<file path="src/rtl/fa_ctrl_fsm.sv">
// fa_ctrl_fsm: control FSM for the factorial accelerator.
// Loads R0=n, R1=1 and R2=1 into the datapath register file, then loops:
//   CHECK (R0==0?) -> MUL (R1*=R0) -> DEC (R0-=R2)
// until R0 reaches zero. The factorial is left in R1.
// Optional build macro FA_WATCHDOG_EN adds a busy-cycle watchdog that forces
// DONE with err set after TIMEOUT_CYCLES busy cycles.
module fa_ctrl_fsm #(
  parameter int N_WIDTH        = 5,
  parameter int MAX_N          = 12,
  parameter int TIMEOUT_CYCLES = 64
) (
  input  logic               clk,
  input  logic               reset,
  input  logic               start,
  input  logic [N_WIDTH-1:0] n,
  input  logic               is_zero,
  output logic [1:0]         read_add1,
  output logic [1:0]         read_add2,
  output logic [1:0]         write_add,
  output logic               wd_selec,
  output logic               write_en,
  output logic [2:0]         operation,
  output logic [31:0]        write_data,
  output logic               busy,
  output logic               done,
  output logic               err
);

  typedef enum logic [2:0] {
    S_IDLE, S_LOAD_N, S_LOAD_ACC, S_LOAD_ONE, S_CHECK, S_MUL, S_DEC, S_DONE
  } state_t;

  localparam logic [2:0] OP_ADD  = 3'b000;
  localparam logic [2:0] OP_SUB  = 3'b001;
  localparam logic [2:0] OP_MUL  = 3'b010;
  localparam logic [2:0] OP_PASS = 3'b011;

  localparam logic [N_WIDTH-1:0] MAX_N_W = N_WIDTH'(MAX_N);

  // The watchdog counter is 8 bits wide, so the limit must fit in it.
  if (TIMEOUT_CYCLES < 1 || TIMEOUT_CYCLES > 255) begin : g_bad_timeout
    $error("TIMEOUT_CYCLES must be in 1..255");
  end

  state_t             state_q, state_d;
  logic [N_WIDTH-1:0] n_q, n_d;
  logic               err_q, err_d;
  logic               accept;

  assign err = err_q;

`ifdef FA_WATCHDOG_EN
  localparam logic [7:0] WD_LAST = 8'(TIMEOUT_CYCLES - 1);
  logic [7:0] wd_q, wd_d;
`endif

  // State and operand registers; synchronous active-low reset.
  always_ff @(posedge clk) begin
    if (!reset) begin
      state_q <= S_IDLE;
      n_q     <= '0;
      err_q   <= 1'b0;
`ifdef FA_WATCHDOG_EN
      wd_q    <= '0;
`endif
    end else begin
      state_q <= state_d;
      n_q     <= n_d;
      err_q   <= err_d;
`ifdef FA_WATCHDOG_EN
      wd_q    <= wd_d;
`endif
    end
  end

  // Next-state logic and Moore decode of the datapath controls.
  always_comb begin
    state_d    = state_q;
    n_d        = n_q;
    err_d      = err_q;
    accept     = 1'b0;
    read_add1  = 2'd0;
    read_add2  = 2'd0;
    write_add  = 2'd0;
    wd_selec   = 1'b0;
    write_en   = 1'b0;
    operation  = OP_ADD;
    write_data = 32'd0;
    busy       = 1'b0;
    done       = 1'b0;
    case (state_q)
      S_IDLE: begin
        if (start) begin
          if (n <= MAX_N_W) begin
            accept  = 1'b1;
            n_d     = n;
            err_d   = 1'b0;
            state_d = S_LOAD_N;
          end else begin
            // Out-of-range request: report immediately, touch nothing.
            err_d   = 1'b1;
            state_d = S_DONE;
          end
        end
      end
      S_LOAD_N: begin
        busy       = 1'b1;
        write_add  = 2'd0;
        wd_selec   = 1'b1;
        write_data = {{(32-N_WIDTH){1'b0}}, n_q};
        write_en   = 1'b1;
        state_d    = S_LOAD_ACC;
      end
      S_LOAD_ACC: begin
        busy       = 1'b1;
        write_add  = 2'd1;
        wd_selec   = 1'b1;
        write_data = 32'd1;
        write_en   = 1'b1;
        state_d    = S_LOAD_ONE;
      end
      S_LOAD_ONE: begin
        busy       = 1'b1;
        write_add  = 2'd2;
        wd_selec   = 1'b1;
        write_data = 32'd1;
        write_en   = 1'b1;
        state_d    = S_CHECK;
      end
      S_CHECK: begin
        busy      = 1'b1;
        read_add1 = 2'd0;
        operation = OP_PASS;
        state_d   = is_zero ? S_DONE : S_MUL;
      end
      S_MUL: begin
        busy      = 1'b1;
        read_add1 = 2'd1;
        read_add2 = 2'd0;
        operation = OP_MUL;
        write_add = 2'd1;
        write_en  = 1'b1;
        state_d   = S_DEC;
      end
      S_DEC: begin
        busy      = 1'b1;
        read_add1 = 2'd0;
        read_add2 = 2'd2;
        operation = OP_SUB;
        write_add = 2'd0;
        write_en  = 1'b1;
        state_d   = S_CHECK;
      end
      S_DONE: begin
        done    = 1'b1;
        state_d = S_IDLE;
      end
      default: state_d = S_IDLE;
    endcase
`ifdef FA_WATCHDOG_EN
    // Count busy cycles; on the last allowed one, abandon the run. This
    // cycle's write (Moore-decoded above) still happens.
    wd_d = wd_q;
    if (accept) begin
      wd_d = '0;
    end else if (busy) begin
      wd_d = wd_q + 8'd1;
      if (wd_q == WD_LAST) begin
        state_d = S_DONE;
        err_d   = 1'b1;
      end
    end
`endif
  end

endmodule

</file>
<file path="config.mk">
export PLATFORM = sky130hd
export DESIGN_NAME = fa_ctrl_fsm
export DESIGN_NICKNAME = d
export VERILOG_FILES = /design/src/rtl/fa_ctrl_fsm.sv
export SDC_FILE = /design/constraint.sdc
export NUM_CORES = 1
export LEC_CHECK = 0
export ABC_AREA = 1
export ABC_CLOCK_PERIOD_IN_PS = 1040
export CELL_PAD_IN_SITES_DETAIL_PLACEMENT = 1
export CELL_PAD_IN_SITES_GLOBAL_PLACEMENT = 1
export CORE_MARGIN = 2
export CORE_UTILIZATION = 19
export DETAILED_ROUTE_END_ITERATION = 7
export PLACE_DENSITY = 0.77
export SLEW_MARGIN = 15
export SYNTH_ARGS = -nofsm -noshare
export SYNTH_HDL_FRONTEND = slang
export SYNTH_SLANG_ARGS = --single-unit
</file>
<file path="constraint.sdc">
create_clock -name clk -period 1.04 [get_ports clk]
set_input_delay 0.208 -clock clk [delete_from_list [all_inputs] [get_ports clk]]
set_output_delay 0.208 -clock clk [all_outputs]
set_load 0.02 [all_outputs]
</file>
==> impl_results.md, run 1 <==
* Buffers & Inverters on Critical Path at 2
* CP Data Arrival Time at roughly 1.2 ns
* First-pass GRT wire length at 4.002 mm
* Combinational Power Share at between 70 and 80%
* Initial DRC Count at 8
* Sequential Power Share at 14.0%
* Startpoint types: flop
* Top-count cell post-synth: buf_4
* Placed cell count at approximately 200
* Area share of the largest cell type after synthesis at roughly 30%
* Core area at ~3700 sq um
* Vias at approximately 820
* Number of port buffers at 24
* CP required at 0.83 ns
* Register area share after synthesis at about a quarter
* Crit-path max FO at 4
* DRT Pass-1 Iters at 3
* Status: complete, but fails checks
* Cell taking the most area after synthesis: buf_4
* Vias in the first global route at around 840
* Largest delay share family, worst path: flip-flops
* Hold Fails Final Rpt at 0
* Finished Layout Cells at about 220
* Die span in y at approximately 67 um
* Initial antenna violation count at 0
* Commonest cells post-synth: buf_4, nor2_1, nand2_1
* # rows at 22
* DR vias/cell at about 3.8
* CTS max path bufs at 2
* Final setup viols at 24
* CTS tree: done
* RSZ-0062 raised after global routing: yes
* Ys async rst share at 0%
* Antenna Cells at 0
* Setup TNS at -5.997 ns
* CTS clk-pin slew, worst paths at roughly 0.05 ns
* Die X at ~67 um
* GP Congestion at 0.7096
* Final worst setup slack at -0.3758 ns
* Layout Area Growth over Synthesis at 87.63%
* Util after Layout at 37.78%
* CTS H-tree depth at 1
* Net Sw Frac at a little under half
* Fmax at 0.7063 GHz
* Lkg Pwr at between 0.0006 and 0.0007 uW
* Worst path slowest cell: dfxtp_2
* Share of post-route cells with drive strength above 1 at 51.48%
* TritonCTS buffer count at 3
* Pwr Total at approximately 4000 uW
* Drt drc at 0
* I/O Pins at 55
* Post-synth EDFFs at 0
* Final ANT Viol Nets at 0
* Crit. End Element: primary output
* Failing checks: negative setup slack
* Count of different cell masters after synthesis at 17
* Overflow after GRT at 0
* Internal reg-to-reg setup slack at -0.27 ns
* Die ar. at ~4500 sq um
* Num Clock Sinks at 9
* Maximum vdd drop at 747.3 uV
* Max Transition Viols Final at 0
* Largest net degree at the start of global routing at 6
* Post-synth top flop: dfxtp_1
* Clk_lat worst skew at between 0.2 and 0.25 ns
* Synth warnings at 0
* Avg Cell Area, Syn at approximately 6.4 sq um
* Internal cell power at 2162 uW
* Fin nets at about 180
* Clock skew at between 0.004 and 0.005 ns
* Final WL at 2.558 mm
* CP cell instances: buf_6 -> nor2_4 -> nor2_4 -> o21a_4 -> buf_6
* HPWL Detailed at approximately 1.7 mm
* Initial Utilization at slightly above 20%
* Drt wl/cell at roughly 12 um
* Post-synthesis register bit count at 9
* Syn Inst Count at 117
* Power Density at about 2900 nW/um^2
* Clock power frac at between 10% and 20%
* Final critical-path share of the clock period at 136.1%
* Clk root buf: clkbuf_8
* Switch Pwr at 1894 uW
* Tmin final at approximately 1.4 ns
* Synth top area cells: buf_4, dfxtp_1, nor2_1, nand2_1, inv_1
* Kind of critical path: reg -> out
* Worst min path class: reg -> reg
* Gr usage total at 12.61%
* Syn Std Cell Area at 748.2 sq um
* CP max stage delay at ~0.34 ns
* Number of max-cap violations at 0
[layout by cell type (no fill, tap or decap), types with 3 or more instances in the layout]
cell type | Yosys | layout
nor2_1 | 25 | 15
buf_4 | 30 | 19
buf_6 | 0 | 20
inv_2 | 2 | 3
dfxtp_1 | 9 | 6
nand2_2 | 0 | 6
clkbuf_8 | 0 | 3
inv_4 | 0 | 3
clkdlybuf4s50_1 | 0 | 8
nor2_4 | 2 | 11
inv_1 | 13 | 8
conb_1 | 1 | 30
nand2_1 | 16 | 9
[kinds of logic after synthesis]
kind of cell	after synthesis	share of synthesized area (%)
simple gates	51	29.77
buf+inv	46	38.30
compound gates	10	7.357
flops	9	24.08
other cells	1	0.5012
[through the flow]
step,hold slack [ns],area (sq um),worst slack (ns)
after floorplan,0.3287,935.9,-0.1491
after global placement,0.4657,1125,-0.5796
after detailed placement,0.4741,1125,-0.6268
after CTS,0.4858,1386,-0.3373
after global routing,0.5244,1404,-0.4267
final,0.4795,1404,-0.3758
[tightest hold or removal path, cell delays in order (launching register included)]
cell     delay (ns)
dfxtp_1        0.32
nor2_1         0.05
nor2_1         0.08
[final timing paths]
check | startpoint | end | depth (start not counted)
max | state_q[1]$_SDFFE_PN0P_ | write_data[0] | 5
min | n_q[2]$_SDFFE_PN0P_ | n_q[2]$_SDFFE_PN0P_ | 2
max reg2reg | state_q[1]$_SDFFE_PN0P_ | n_q[3]$_SDFFE_PN0P_ | 8
min reg2reg | n_q[2]$_SDFFE_PN0P_ | n_q[2]$_SDFFE_PN0P_ | 2
[state kept, by name (all words and copies together), names as in the netlist]
signal / count
state_q: 3
err: 1
n_q: 5
[layer usage]
layer  routed length (um)  track usage [%]
met5                    0                0
met2                 1551            27.25
met4                   75            7.398
met1                  774            10.17
met3                  157            1.858
[power groups by stage]
stage / logic (uW) / clock network [uW] / registers [uW]
global placement: 2120 / 0 / 523
floorplan: 1330 / 0 / 550
CTS: 2950 / 409 / 565
global route: 3290 / 434 / 584
finish: 3070 / 413 / 570
detailed placement: 2190 / 0 / 530
[cell type report]
type	count	area, sq um
clock buffer	4	45.04
timing repair buffer	50	478.0
multi-input combinational	91	563.0
fill	472	2312
inverter	15	68.82
sequential	9	188.9
tap	48	60.06
[timing repair]
action | CTS | global route
setup endpoints to repair | 25 | 25
pin swaps | 22 | 5
resized for setup | 131 | 7
hold endpoints to repair | 0 | 0
setup buffers | 11 | 0
hold buffers | 0 | 0
Power figures use the tool's default switching activity.
==> run 2: changes to the inputs <==
--- a/config.mk
+++ b/config.mk
@@ -9,10 +9,13 @@
 export ABC_CLOCK_PERIOD_IN_PS = 1040
 export CELL_PAD_IN_SITES_DETAIL_PLACEMENT = 1
 export CELL_PAD_IN_SITES_GLOBAL_PLACEMENT = 1
+export CORE_ASPECT_RATIO = 0.6
 export CORE_MARGIN = 2
 export CORE_UTILIZATION = 19
+export CTS_CLUSTER_SIZE = 20
 export DETAILED_ROUTE_END_ITERATION = 7
 export PLACE_DENSITY = 0.77
+export SKIP_LAST_GASP = 1
 export SLEW_MARGIN = 15
 export SYNTH_ARGS = -nofsm -noshare
 export SYNTH_HDL_FRONTEND = slang
==> impl_results.md, run 2 (synthesis results as in run 1) <==
* Switch Pwr at roughly 1800 uW
* Overflow after GRT at 0
* Biggest register: n_q
* Final ANT Viol Nets at 0
* HPWL Detailed at 1.843 mm
* Initial antenna violation count at 0
* Final setup viols at 24
* Clock power frac at between 10% and 20%
* Buffers & Inverters on Critical Path at 3
* Kind of critical path: reg -> out
* Final WL at between 2 and 2.5 mm
* CTS clk-pin slew, worst paths at 0.05 ns
* Die span in y at 52.61 um
* Gr usage total at between 10% and 20%
* Largest net degree at the start of global routing at 7
* # rows at 17
* Commonest non-fill, non-tap cell in the layout: conb_1
* Net Sw Frac at between 40% and 50%
* Tmin final at 1.406 ns
* Fin nets at 178
* Vias at around 790
* TritonCTS buffer count at 3
* Clock skew at 0.002637 ns
* Largest register FFs at 5
* Commonest non-fill, non-tap cells in the layout: conb_1, buf_6, buf_4
* Crit-path max FO at 4
* CP Data Arrival Time at 1.20 ns
* Startpoint types: flop
* Initial Utilization at between 20% and 30%
* Num Clock Sinks at 9
* CTS tree: done
* Number of max-cap violations at 0
* FILL cells at 460
* Worst path slowest cell: dfxtp_4
* Drt drc at 0
* CP required at just over 0.8 ns
* Sequential Power Share at 14.5%
* I/O Pins at 55
* Die ar. at roughly 4500 sq um
* Post-route cell area at between 1000 and 1500 sq um
* Hold Fails Final Rpt at 0
* RSZ-0062 raised after global routing: yes
* Status: complete, but fails checks
* Combinational Power Share at 75.0%
* First-pass GRT wire length at between 3 and 4 mm
* Internal cell power at approximately 2200 uW
* CP cell instances: buf_6 -> nor2_4 -> buf_12 -> o21ai_2 -> buf_6
* DR vias/cell at 3.660
* Post-DP Area at ~1200 sq um
* Largest delay share family, worst path: buffers and inverters
* Count of hold-fix buffers inserted at cts at 0
* DRT Pass-1 Iters at 4
* Clk root buf: clkbuf_8
* Worst min path class: reg -> reg
* Core area at roughly 3700 sq um
* Crit. End Element: primary output
* Vias in the first global route at 735
* Max Transition Viols Final at 0
* Number of port buffers at 24
* Maximum vdd drop at 1410 uV
* Initial DRC Count at 35
* Drt wl/cell at approximately 12 um
* CP max stage delay at between 0.3 and 0.4 ns
* GP Congestion at ~0.81
* Antenna Cells at 0
* Power Density at roughly 2900 nW/um^2
* Final worst setup slack at -0.3656 ns
* Setup TNS at -6.821 ns
* Share of post-route cells with drive strength above 1 at 48.81%
* Final critical-path share of the clock period at 135.2%
* Layout Area Growth over Synthesis at 83.45%
* Die X at ~85 um
* Lkg Pwr at between 0.0006 and 0.0007 uW
* Failing checks: negative setup slack
* Clk_lat worst skew at 0.24 ns
* Most common cell on crit path: buf_6
* CTS max path bufs at 2
* Fmax at 0.7114 GHz
* Setup slack at placement at -0.6274 ns
* CTS H-tree depth at 1
run 2: what timing repair did:
| item | 4_1_cts | 5_1_grt |
|---|---|---|
| pin swaps | 10 | 8 |
| endpoints found under the setup margin | 25 | 25 |
| gates resized for setup | 108 | 25 |
| buffers inserted | 3 | 0 |
run 2: power groups by stage:
stage | Combinational [uW] | Sequential [uW] | Clock [uW]
floorplan | 1330 | 550 | 0
global placement | 2360 | 531 | 0
detailed placement | 2410 | 536 | 0
CTS | 2730 | 563 | 426
global route | 3180 | 589 | 452
finish | 2990 | 577 | 419
run 2: final timing paths:
path                    endpoint  slack [ns]  cells past startpoint                     from
max                         busy       -0.37                      5  state_q[0]$_SDFFE_PN0P_
min          n_q[2]$_SDFFE_PN0P_        0.48                      2      n_q[2]$_SDFFE_PN0P_
max reg2reg  n_q[1]$_SDFFE_PN0P_       -0.34                      9  state_q[0]$_SDFFE_PN0P_
min reg2reg  n_q[2]$_SDFFE_PN0P_        0.48                      2      n_q[2]$_SDFFE_PN0P_
run 2: worst reg2reg max path, delay by kind of cell (launching register included):
| kind | cells | cell delay (ns) |
|---|---|---|
| buffers and inverters | 4 | 0.45 |
| DFF | 1 | 0.36 |
| and+or+nand+nor | 5 | 0.45 |
run 2: per-stage QoR:
step | instances | hold WS [ns] | utilization [%] | power [uW]
CTS | 215 | 0.4852 | 34.92 | 3722
finish | 215 | 0.4804 | 36.87 | 3984
global placement | 208 | 0.4660 | 31.53 | 2886
detailed placement | 208 | 0.4746 | 31.53 | 2942
floorplan | 146 | 0.3287 | - | 1878
global route | 215 | 0.5018 | 36.87 | 4225
run 2: area by class of cell:
| cell class | instances | area [sq um] | share of cell area [%] |
|---|---|---|---|
| multi-input combinational | 91 | 531.8 | 38.74 |
| timing repair buffer | 49 | 476.7 | 34.73 |
| sequential | 9 | 188.9 | 13.76 |
| inverter | 15 | 71.32 | 5.196 |
| clock buffer | 4 | 45.04 | 3.282 |
| tap | 47 | 58.81 | 4.284 |
run 2: routing by layer:
metal / vias to the layer above / GRT usage [%] / routed length (um)
met1: 368 / 12.13 / 995
met4: 0 / 2.381 / 0
met5: - / 0 / 0
li1: 396 / - / -
met3: 0 / 3.780 / 141
met2: 23 / 17.84 / 1351
